## src/rtl/cla_pkg.sv

```systemverilog
// cla_pkg: group width, stage count helper and per-stage pipeline record
package cla_pkg;
  localparam int GROUP_W = 4;
  typedef struct packed {
    logic                valid;
    logic                carry;
    logic [GROUP_W-1:0]  psum;
  } stage_t;
  function automatic int num_groups(input int width);
    return width / GROUP_W;
  endfunction
endpackage

```

## src/rtl/cla_pipe_adder_if.sv

```systemverilog
// cla_pipe_adder_if: operand/result valid-ready bundle for cla_pipe_adder
interface cla_pipe_adder_if #(parameter int WIDTH = 16);
  logic             in_valid, in_ready, cin, sub;
  logic             out_valid, out_ready, cout, ovf;
  logic [WIDTH-1:0] a, b, s;
  modport master (output in_valid, a, b, cin, sub, out_ready,
                  input  in_ready, out_valid, s, cout, ovf);
  modport slave  (input  in_valid, a, b, cin, sub, out_ready,
                  output in_ready, out_valid, s, cout, ovf);
endinterface

```

## src/rtl/cla_group4.sv

```systemverilog
// cla_group4: combinational 4-bit two-level carry-lookahead group
module cla_group4 import cla_pkg::*; (
  input  logic [GROUP_W-1:0] a4,
  input  logic [GROUP_W-1:0] b4,
  input  logic               ci,
  output logic [GROUP_W-1:0] s4,
  output logic               co,
  output logic               c3
);
  logic [GROUP_W-1:0] g, p;
  logic [GROUP_W:0]   c;
  assign g    = a4 & b4;
  assign p    = a4 ^ b4;
  assign c[0] = ci;
  assign c[1] = g[0] | (p[0] & ci);
  assign c[2] = g[1] | (p[1] & g[0]) | (p[1] & p[0] & ci);
  assign c[3] = g[2] | (p[2] & g[1]) | (p[2] & p[1] & g[0]) | (p[2] & p[1] & p[0] & ci);
  assign c[4] = g[3] | (p[3] & g[2]) | (p[3] & p[2] & g[1]) | (p[3] & p[2] & p[1] & g[0])
              | (p[3] & p[2] & p[1] & p[0] & ci);
  assign s4   = p ^ c[GROUP_W-1:0];
  assign co   = c[GROUP_W];
  assign c3   = c[GROUP_W-1];
endmodule

```

## src/rtl/cla_pipe_adder.sv

```systemverilog
// cla_pipe_adder: one lookahead group per pipeline stage, valid/ready stall; CLA_SAT_EN clamps s on signed overflow
module cla_pipe_adder import cla_pkg::*; #(
  parameter int WIDTH = 16
) (
  input  logic clk,
  input  logic rst_n,
  cla_pipe_adder_if.slave bus
);
  localparam int NG = num_groups(WIDTH);
  logic             adv, c_eff, c3_top;
  logic [WIDTH-1:0] b_eff, s_d, s_q;
  logic             v_d, v_q, cout_d, cout_q, ovf_d, ovf_q;
  assign adv   = ~v_q | bus.out_ready;
  assign b_eff = bus.sub ? ~bus.b : bus.b;
  assign c_eff = bus.sub ? ~bus.cin : bus.cin;
  for (genvar k = 0; k < NG; k++) begin : g_st
    localparam int HW = WIDTH - GROUP_W * k;
    localparam int RW = GROUP_W * (k + 1);
    logic [HW-1:0]      op_a, op_b;
    logic [RW-1:0]      res;
    logic [GROUP_W-1:0] s4;
    logic               ci, vi, co;
    if (k == 0) begin : g_src
      assign op_a = bus.a;
      assign op_b = b_eff;
      assign ci   = c_eff;
      assign vi   = bus.in_valid;
      assign res  = s4;
    end else begin : g_src
      assign op_a = g_st[k-1].g_reg.ha_q;
      assign op_b = g_st[k-1].g_reg.hb_q;
      assign ci   = g_st[k-1].g_reg.st_q.carry;
      assign vi   = g_st[k-1].g_reg.st_q.valid;
      assign res  = {s4, g_st[k-1].g_reg.done};
    end
    if (k == NG - 1) begin : g_grp
      cla_group4 u_grp (.a4(op_a[GROUP_W-1:0]), .b4(op_b[GROUP_W-1:0]), .ci(ci),
                        .s4(s4), .co(co), .c3(c3_top));
    end else begin : g_grp
      cla_group4 u_grp (.a4(op_a[GROUP_W-1:0]), .b4(op_b[GROUP_W-1:0]), .ci(ci),
                        .s4(s4), .co(co), .c3());
    end
    if (k < NG - 1) begin : g_reg
      stage_t                 st_d, st_q;
      logic [HW-GROUP_W-1:0]  ha_d, hb_d, ha_q, hb_q;
      logic [RW-1:0]          done;
      always_comb begin
        st_d = '{valid: vi, carry: co, psum: res[RW-1 -: GROUP_W]};
        ha_d = op_a[HW-1:GROUP_W];
        hb_d = op_b[HW-1:GROUP_W];
      end
      always_ff @(posedge clk or negedge rst_n)
        if (!rst_n) begin
          st_q <= '0;
          ha_q <= '0;
          hb_q <= '0;
        end else if (adv) begin
          st_q <= st_d;
          ha_q <= ha_d;
          hb_q <= hb_d;
        end
      if (k == 0) begin : g_lo
        assign done = st_q.psum;
      end else begin : g_lo
        logic [RW-GROUP_W-1:0] lo_d, lo_q;
        assign lo_d = res[RW-GROUP_W-1:0];
        always_ff @(posedge clk or negedge rst_n)
          if (!rst_n) lo_q <= '0;
          else if (adv) lo_q <= lo_d;
        assign done = {st_q.psum, lo_q};
      end
    end
  end
  // Last stage writes straight into the output register so latency stays NG
  always_comb begin
    v_d    = g_st[NG-1].vi;
    cout_d = g_st[NG-1].co;
    ovf_d  = c3_top ^ g_st[NG-1].co;
`ifdef CLA_SAT_EN
    s_d    = ovf_d ? {g_st[NG-1].op_a[GROUP_W-1], {(WIDTH-1){~g_st[NG-1].op_a[GROUP_W-1]}}}
                   : g_st[NG-1].res;
`else
    s_d    = g_st[NG-1].res;
`endif
  end
  always_ff @(posedge clk or negedge rst_n)
    if (!rst_n) begin
      v_q    <= 1'b0;
      s_q    <= '0;
      cout_q <= 1'b0;
      ovf_q  <= 1'b0;
    end else if (adv) begin
      v_q    <= v_d;
      s_q    <= s_d;
      cout_q <= cout_d;
      ovf_q  <= ovf_d;
    end
  assign bus.in_ready  = adv;
  assign bus.out_valid = v_q;
  assign bus.s         = s_q;
  assign bus.cout      = cout_q;
  assign bus.ovf       = ovf_q;
endmodule

```

## src/flat_wrapper.sv

```systemverilog
// flat-port wrapper written by rule: the top's interface ports become plain ports
module cla_pipe_adder_flat import cla_pkg::*;
#(
  parameter int WIDTH = 16
)
  (clk, rst_n, bus_in_valid, bus_a, bus_b, bus_cin, bus_sub, bus_out_ready, bus_in_ready, bus_out_valid, bus_s, bus_cout, bus_ovf);
  cla_pipe_adder_if #(.WIDTH(WIDTH)) bus_i ();
  input  logic clk;
  input  logic rst_n;
  input wire logic [$bits(bus_i.in_valid)-1:0] bus_in_valid;
  input wire logic [$bits(bus_i.a)-1:0] bus_a;
  input wire logic [$bits(bus_i.b)-1:0] bus_b;
  input wire logic [$bits(bus_i.cin)-1:0] bus_cin;
  input wire logic [$bits(bus_i.sub)-1:0] bus_sub;
  input wire logic [$bits(bus_i.out_ready)-1:0] bus_out_ready;
  output wire logic [$bits(bus_i.in_ready)-1:0] bus_in_ready;
  output wire logic [$bits(bus_i.out_valid)-1:0] bus_out_valid;
  output wire logic [$bits(bus_i.s)-1:0] bus_s;
  output wire logic [$bits(bus_i.cout)-1:0] bus_cout;
  output wire logic [$bits(bus_i.ovf)-1:0] bus_ovf;
  assign bus_i.in_valid = bus_in_valid;
  assign bus_i.a = bus_a;
  assign bus_i.b = bus_b;
  assign bus_i.cin = bus_cin;
  assign bus_i.sub = bus_sub;
  assign bus_i.out_ready = bus_out_ready;
  assign bus_in_ready = bus_i.in_ready;
  assign bus_out_valid = bus_i.out_valid;
  assign bus_s = bus_i.s;
  assign bus_cout = bus_i.cout;
  assign bus_ovf = bus_i.ovf;
  cla_pipe_adder #(.WIDTH(WIDTH)) u_core (.clk(clk), .rst_n(rst_n), .bus(bus_i));
endmodule
```

## config.mk

```make
export PLATFORM = sky130hd
export DESIGN_NAME = cla_pipe_adder_flat
export DESIGN_NICKNAME = d
export VERILOG_FILES = /design/src/rtl/cla_pkg.sv /design/src/rtl/cla_pipe_adder_if.sv /design/src/rtl/cla_group4.sv /design/src/rtl/cla_pipe_adder.sv /design/src/flat_wrapper.sv
export SDC_FILE = /design/constraint.sdc
export NUM_CORES = 1
export LEC_CHECK = 0
export BUFFER_PORTS_ARGS = -buffer_cell sky130_fd_sc_hd__buf_4
export CAP_MARGIN = 40
export CORE_MARGIN = 2
export CORE_UTILIZATION = 55
export CTS_BUF_LIST = sky130_fd_sc_hd__clkbuf_16
export DETAILED_ROUTE_END_ITERATION = 8
export GPL_TIMING_DRIVEN = 0
export HOLD_SLACK_MARGIN = 0.12
export PLACE_DENSITY_LB_ADDON = 0.2
export SETUP_SLACK_MARGIN = 0.15
export SKIP_CTS_REPAIR_TIMING = 1
export SLEW_MARGIN = 20
export SYNTH_ARGS = -nofsm -noshare
export SYNTH_HDL_FRONTEND = slang
export SYNTH_SLANG_ARGS = --single-unit
```

## constraint.sdc

```tcl
create_clock -name clk -period 1.9 [get_ports clk]
set_input_delay 0.285 -clock clk [delete_from_list [all_inputs] [get_ports clk]]
set_output_delay 0.285 -clock clk [all_outputs]
set_load 0.05 [all_outputs]
```

== After elaboration in Yosys (flattened, before gate mapping) ==
Cells that the tools add are included.
Word-level totals
  flip-flop bits (word level): 97
  input bits: 38
  output and inout port bits: 20
  word-level logic and storage cells: 144
Operators by class
  mux-type cells: 2
  bitwise logic cells: 121
Operators with widths (number)
  1-bit bitwise AND: 64
  1-bit bitwise OR: 41
  4-bit bitwise XOR: 8
  4-bit bitwise AND: 4
  16-bit 2-to-1 mux: 1
  16-bit inverter: 1
  1-bit inverter: 2
  1-bit 2-to-1 mux: 1
  1-bit bitwise XOR: 1

== Longest topological paths before layout ==
  depth in word-level cells: 8
  mapped depth: 8
  depth with buffers taken out: 6

== Cells and area by module ==
A second synthesis with hierarchy kept.
Unflattened totals
  cell total of the unflattened synthesis: 290
  area total of the unflattened synthesis: 4436.8 um2
Modules (own cells, without submodules)
  cla_pipe_adder: times used 1, cells each 226, area an instance 3846.2 um2, sequential area each 2427.3 um2
  cla_group4 (u_core.g_st[0].g_grp.u_grp ...): times used 2, cells each 18, area an instance 155.1 um2, sequential area each 0.0 um2
  cla_group4 (u_core.g_st[2].g_grp.u_grp ...): times used 2, cells each 14, area an instance 140.1 um2, sequential area each 0.0 um2

== Least setup slack after synthesis ==
Ideal clock, no wire load.
  path kind: input to register
  start: input port bus_sub
  end: register u_core.g_st[0].g_reg.st_q, in the netlist u_core.g_st[0].g_reg.done[3]
  setup time: 0.092 ns
  arrival: 1.711 ns
  data required time: 1.808 ns
  path slack: 0.097 ns
  stages: 8
  cell sequence: buf_6 buf_4 xor2_1 ha_1 a21oi_1 o22ai_2 o21a_1 o31ai_2
On the way
  word-level cells in the longest chain between the ends: 7
Ends and longest elaborated chain
  from (decl): RTL line flat_wrapper.sv:14  | input wire logic [$bits(bus_i.sub)-1:0] bus_sub;
  16-bit 2-to-1 mux: RTL line cla_pipe_adder.sv:14  | assign b_eff = bus.sub ? ~bus.b : bus.b;
  4-bit bitwise XOR / 4-bit bitwise AND (equally long branches): RTL line cla_group4.sv:13, cla_group4.sv:12
  1-bit bitwise AND: RTL line cla_group4.sv:17  | assign c[3] = g[2] | (p[2] & g[1]) | (p[2] & p[1] & g[0]) | (p[2] & p[1] & p[0] & ci);
  1-bit bitwise OR / 1-bit bitwise AND (equally long branches) (2 in a row): RTL line cla_group4.sv:17
  1-bit bitwise OR: RTL line cla_group4.sv:17
  4-bit bitwise XOR *: RTL line cla_group4.sv:20  | assign s4 = p ^ c[GROUP_W-1:0];
  to (signal assigned): RTL line cla_pipe_adder.sv:58  | st_q <= st_d;
  to (decl): RTL line cla_pipe_adder.sv:44  | stage_t st_d, st_q;
Mark *: on every way between the ends. The rest lies on a longest branch, timed or not.
A chain may end at the register's enable or synchronous reset.

== Final worst setup path ==
  start: register u_core.v_q (netlist: u_core.bus.out_valid)
  end: output port bus_in_ready
On the way
  word-level cells in the longest chain between the ends: 2
Ends and longest elaborated chain
  from (decl): RTL line cla_pipe_adder.sv:12  | logic v_d, v_q, cout_d, cout_q, ovf_d, ovf_q;
  from (signal assigned): RTL line cla_pipe_adder.sv:93  | v_q <= v_d;
  1-bit inverter: RTL line cla_pipe_adder.sv:13  | assign adv = ~v_q | bus.out_ready;
  1-bit bitwise OR: RTL line cla_pipe_adder.sv:13
  to (decl): RTL line flat_wrapper.sv:16  | output wire logic [$bits(bus_i.in_ready)-1:0] bus_in_ready;
Every way passes these cells.

==> impl_results.rst <==
.. list-table::
   :header-rows: 1

   * - Metric
     - Value
   * - Routed Antenna Nets
     - 0
   * - Per-cell via count in the routed design
     - 5.180
   * - Maximum buffer depth of the clock tree
     - 2
   * - Depth of the worst register-to-register path
     - 5
   * - Global-route wire length before repair
     - 16100 µm
   * - Clock root buffer
     - clkbuf_16
   * - Number of buffers created by CTS
     - 9
   * - Layout cells sized above 1
     - 17.72%
   * - Hold Crit Depth
     - 3
   * - Final net count
     - 591
   * - Met3 routed WL
     - 417 µm
   * - M1 wire length
     - 4175 µm
   * - Leading cell type in the layout, fill and taps excluded
     - nand2_1
   * - Cell accounting for the most synthesized area
     - dfrtp_1
   * - CTS tree
     - built
   * - Run status
     - complete, no violations
   * - Latest clock arrival within the worst-skew pair
     - 0.34 ns
   * - Chip Width
     - 92.91 µm
   * - Clock slew at reported path FFs
     - 0.07 ns
   * - Final count of pins violating max slew
     - 0
   * - Number of DRC violations after detailed routing
     - 0
   * - Fraction of the yosys area taken by sequential cells
     - 55.83%
   * - First DRT Iteration DRCs
     - 199
   * - Io pins
     - 58
   * - Slowest CP cell
     - dfrtp_1
   * - Nature of the critical path startpoint
     - flip-flop
   * - Share of the clock period used by the worst path after layout
     - 91.48%
   * - Share of Yosys cell area claimed by the top area cell type
     - 55.83%
   * - Total number of vias
     - 3305
   * - Final hold viol count
     - 0
   * - Antenna violations before repair
     - 0
   * - Pwr Total
     - 9.182 mW
   * - Core box area
     - 7687 µm²
   * - Ys Warns
     - 0
   * - CP cell instances
     - nor2b_2, inv_2, buf_6, buf_6, buf_8
   * - Minimum clock period
     - 1.738 ns
   * - Maximum clock frequency
     - 575.4 MHz
   * - Longest individual stage delay on the worst path
     - 0.39 ns
   * - Number of detailed-routing iterations run before antenna repair
     - 4
   * - Diode insertion count for antenna repair
     - 0
   * - Critical path data arrival time
     - 1.45 ns
   * - Sinks on the clock net
     - 97
   * - Power density over the cells
     - 1741 nW/µm²
   * - Setup_tns
     - 0 ns
   * - Multi-input logic area
     - 1777 µm²
   * - Worst min path class
     - input pin to flip-flop
   * - Min setup slack post-route
     - 0.1620 ns
   * - Die H
     - 92.91 µm
   * - Commonest non-fill, non-tap cells in the layout
     - nand2_1 (198), dfrtp_1 (97), buf_4 (54), o21ai_0 (27), ha_1 (18)
   * - Normalized max-slew margin
     - 59.02%
   * - Maximum resistive drop on vdd
     - 0.0006610 V
   * - Sum of overflow across all layers after global routing
     - 0
   * - Num rows
     - 32
   * - GR Util All Layers
     - 24.34%
   * - Flops & latches, synth
     - 97
   * - Cell count after synthesis
     - 462
   * - Routed wirelength normalized by instance count
     - 14.74 µm
   * - Critical Path End Type
     - output pin
   * - Syn_nets
     - 522
   * - Pin count of the biggest net entering global routing
     - 56
   * - Post-Synthesis Cell Area
     - 4348 µm²
   * - Crit-path most repeated cell
     - buf_6
   * - Static leakage
     - 2.678 nW
   * - Fraction of the core area covered by cells at the end of the flow
     - 68.62%
   * - Full die area
     - 8632 µm²
   * - RSZ-0062 raised after global routing
     - yes
   * - Worst slack at placement
     - -0.007674 ns
   * - Starting utilization of the core area
     - 56.56%
   * - Estimated wirelength of the detail-placed design
     - 6439 µm
   * - H-tree levels
     - 3
   * - Worst path required time
     - 1.62 ns
   * - Synth area leaders
     - dfrtp_1 (56%), nand2_1 (17%), ha_1 (5.2%), o21ai_0 (3.1%), xnor2_1 (3.0%)
   * - Launch instance of the worst register-to-register path
     - u_core.g_st[2].g_reg.hb_q[0]$_DFFE_PN0P_
   * - Layout Area Growth over Synthesis
     - 21.32%
   * - Worst Hold Launch
     - bus_in_valid
   * - Crit Path Max Fanout
     - 10
   * - Cell variety after synth
     - 29
   * - Setup Crit Path Kind
     - flip-flop to output pin
   * - Wirelength, routed
     - 9403 µm
   * - Highest Signal Layer
     - met4
   * - Number of filler instances in the final layout
     - 633
   * - Transition at the pin with the smallest max-transition slack
     - 0.6147 ns
   * - Final number of setup-violating endpoints
     - 0
   * - Number of global-route vias before repair
     - 3357
   * - Post-route clock skew
     - 0.003625 ns
   * - Post-synthesis average cell area
     - 9.411 µm²
   * - Count of max-cap constraint violations
     - 0
   * - Total length of routed met2 wires
     - 4636 µm
   * - FF/Latch Area
     - 2427 µm²
   * - Port bufs
     - 56
   * - Routability congestion estimate from global placement
     - 0.7938
   * - Startpoint of the most critical setup path
     - u_core.bus.out_valid$_DFFE_PN0P_
## per-layer routing
layer | global-route usage [%] | up-vias
li1 | - | 1610
met1 | 31.45 | 1600
met2 | 40.10 | 78
met3 | 5.452 | 17
met4 | 9.559 | 0
met5 | 0 | -
## cell usage after synthesis, drive strengths merged
cell type / n
nand2: 198
dfrtp: 97
o21ai: 28
a21oi: 18
ha: 18
buf: 16
xnor2: 16
nor2: 14
inv: 13
xor2: 9
a211oi: 8
clkbuf: 7
fa: 4
a21o: 3
o21bai: 3
o211ai: 2
mux2i: 1
nand2b: 1
nand3: 1
nor2b: 1
nor3: 1
o21a: 1
o22ai: 1
o31ai: 1
## power by group
part           internal, mW  switching, mW
combinational          1.41           2.43
clock                  1.02          0.790
sequential             3.00          0.542
## cell type report
type / instances / area share (%)
buffer: 23 / 2.467
clock buffer: 9 / 4.269
clock inverter: 7 / 1.328
inverter: 13 / 0.9250
multi-input combinational: 329 / 33.68
sequential: 97 / 46.02
tap: 102 / 2.419
timing repair buffer: 58 / 8.895
## critical path, delay by kind of cell, from the launching register on
family	cells	cell delay, ns
simple gates	1	0.17
buf+inv	4	0.54
flops	1	0.39
## path summary, 6_finish.rpt
check / to / slack [ns]
max in group asynchronous: u_core.g_st[1].g_reg.ha_q[7]$_DFFE_PN0P_ / 0.89
worst min-delay path: u_core.g_st[1].vi$_DFFE_PN0P_ / 0.14
worst min register to register: u_core.g_st[3].vi$_DFFE_PN0P_ / 0.46
worst max register to register: u_core.bus.s[15]$_DFFE_PN0P_ / 0.28
min in group asynchronous: u_core.g_st[1].g_reg.done[4]$_DFFE_PN0P_ / 0.42
worst max-delay path: bus_in_ready / 0.16
## stage by stage
stage,instances,hold WS [ns],instance area (µm²)
after global placement,620,0.4397,4911
after detailed placement,621,0.2339,4942
after CTS,637,-0.1338,5238
after floorplan,462,-0.01059,4363
final,638,0.1357,5275
after global routing,638,0.1319,5275
## kinds of logic (layout without fill, tap and decap cells)
group / Yosys count / in the layout / synth area share [%]
AO/OA/AOI/OAI: 65 / 65 / 8.892
XOR/XNOR: 25 / 25 / 5.468
adder cells (fa/ha/maj): 22 / 22 / 7.022
buffers and inverters: 36 / 110 / 3.741
flip-flops: 97 / 97 / 55.83
multiplexers: 1 / 1 / 0.2302
AND/OR/NAND/NOR: 216 / 216 / 18.82
## registers in the layout (all words and copies together), names as in the netlist
register                     count
u_core.g_st.g_reg.g_lo.lo_q     12
u_core.g_st.ci                   3
u_core.bus.out_valid             1
u_core.bus.cout                  1
u_core.bus.ovf                   1
u_core.g_st.g_reg.done          12
u_core.bus.s                    16
u_core.g_st.vi                   3
u_core.g_st.g_reg.ha_q          24
u_core.g_st.g_reg.hb_q          24
No activity file was read; power rests on OpenSTA's default activity.
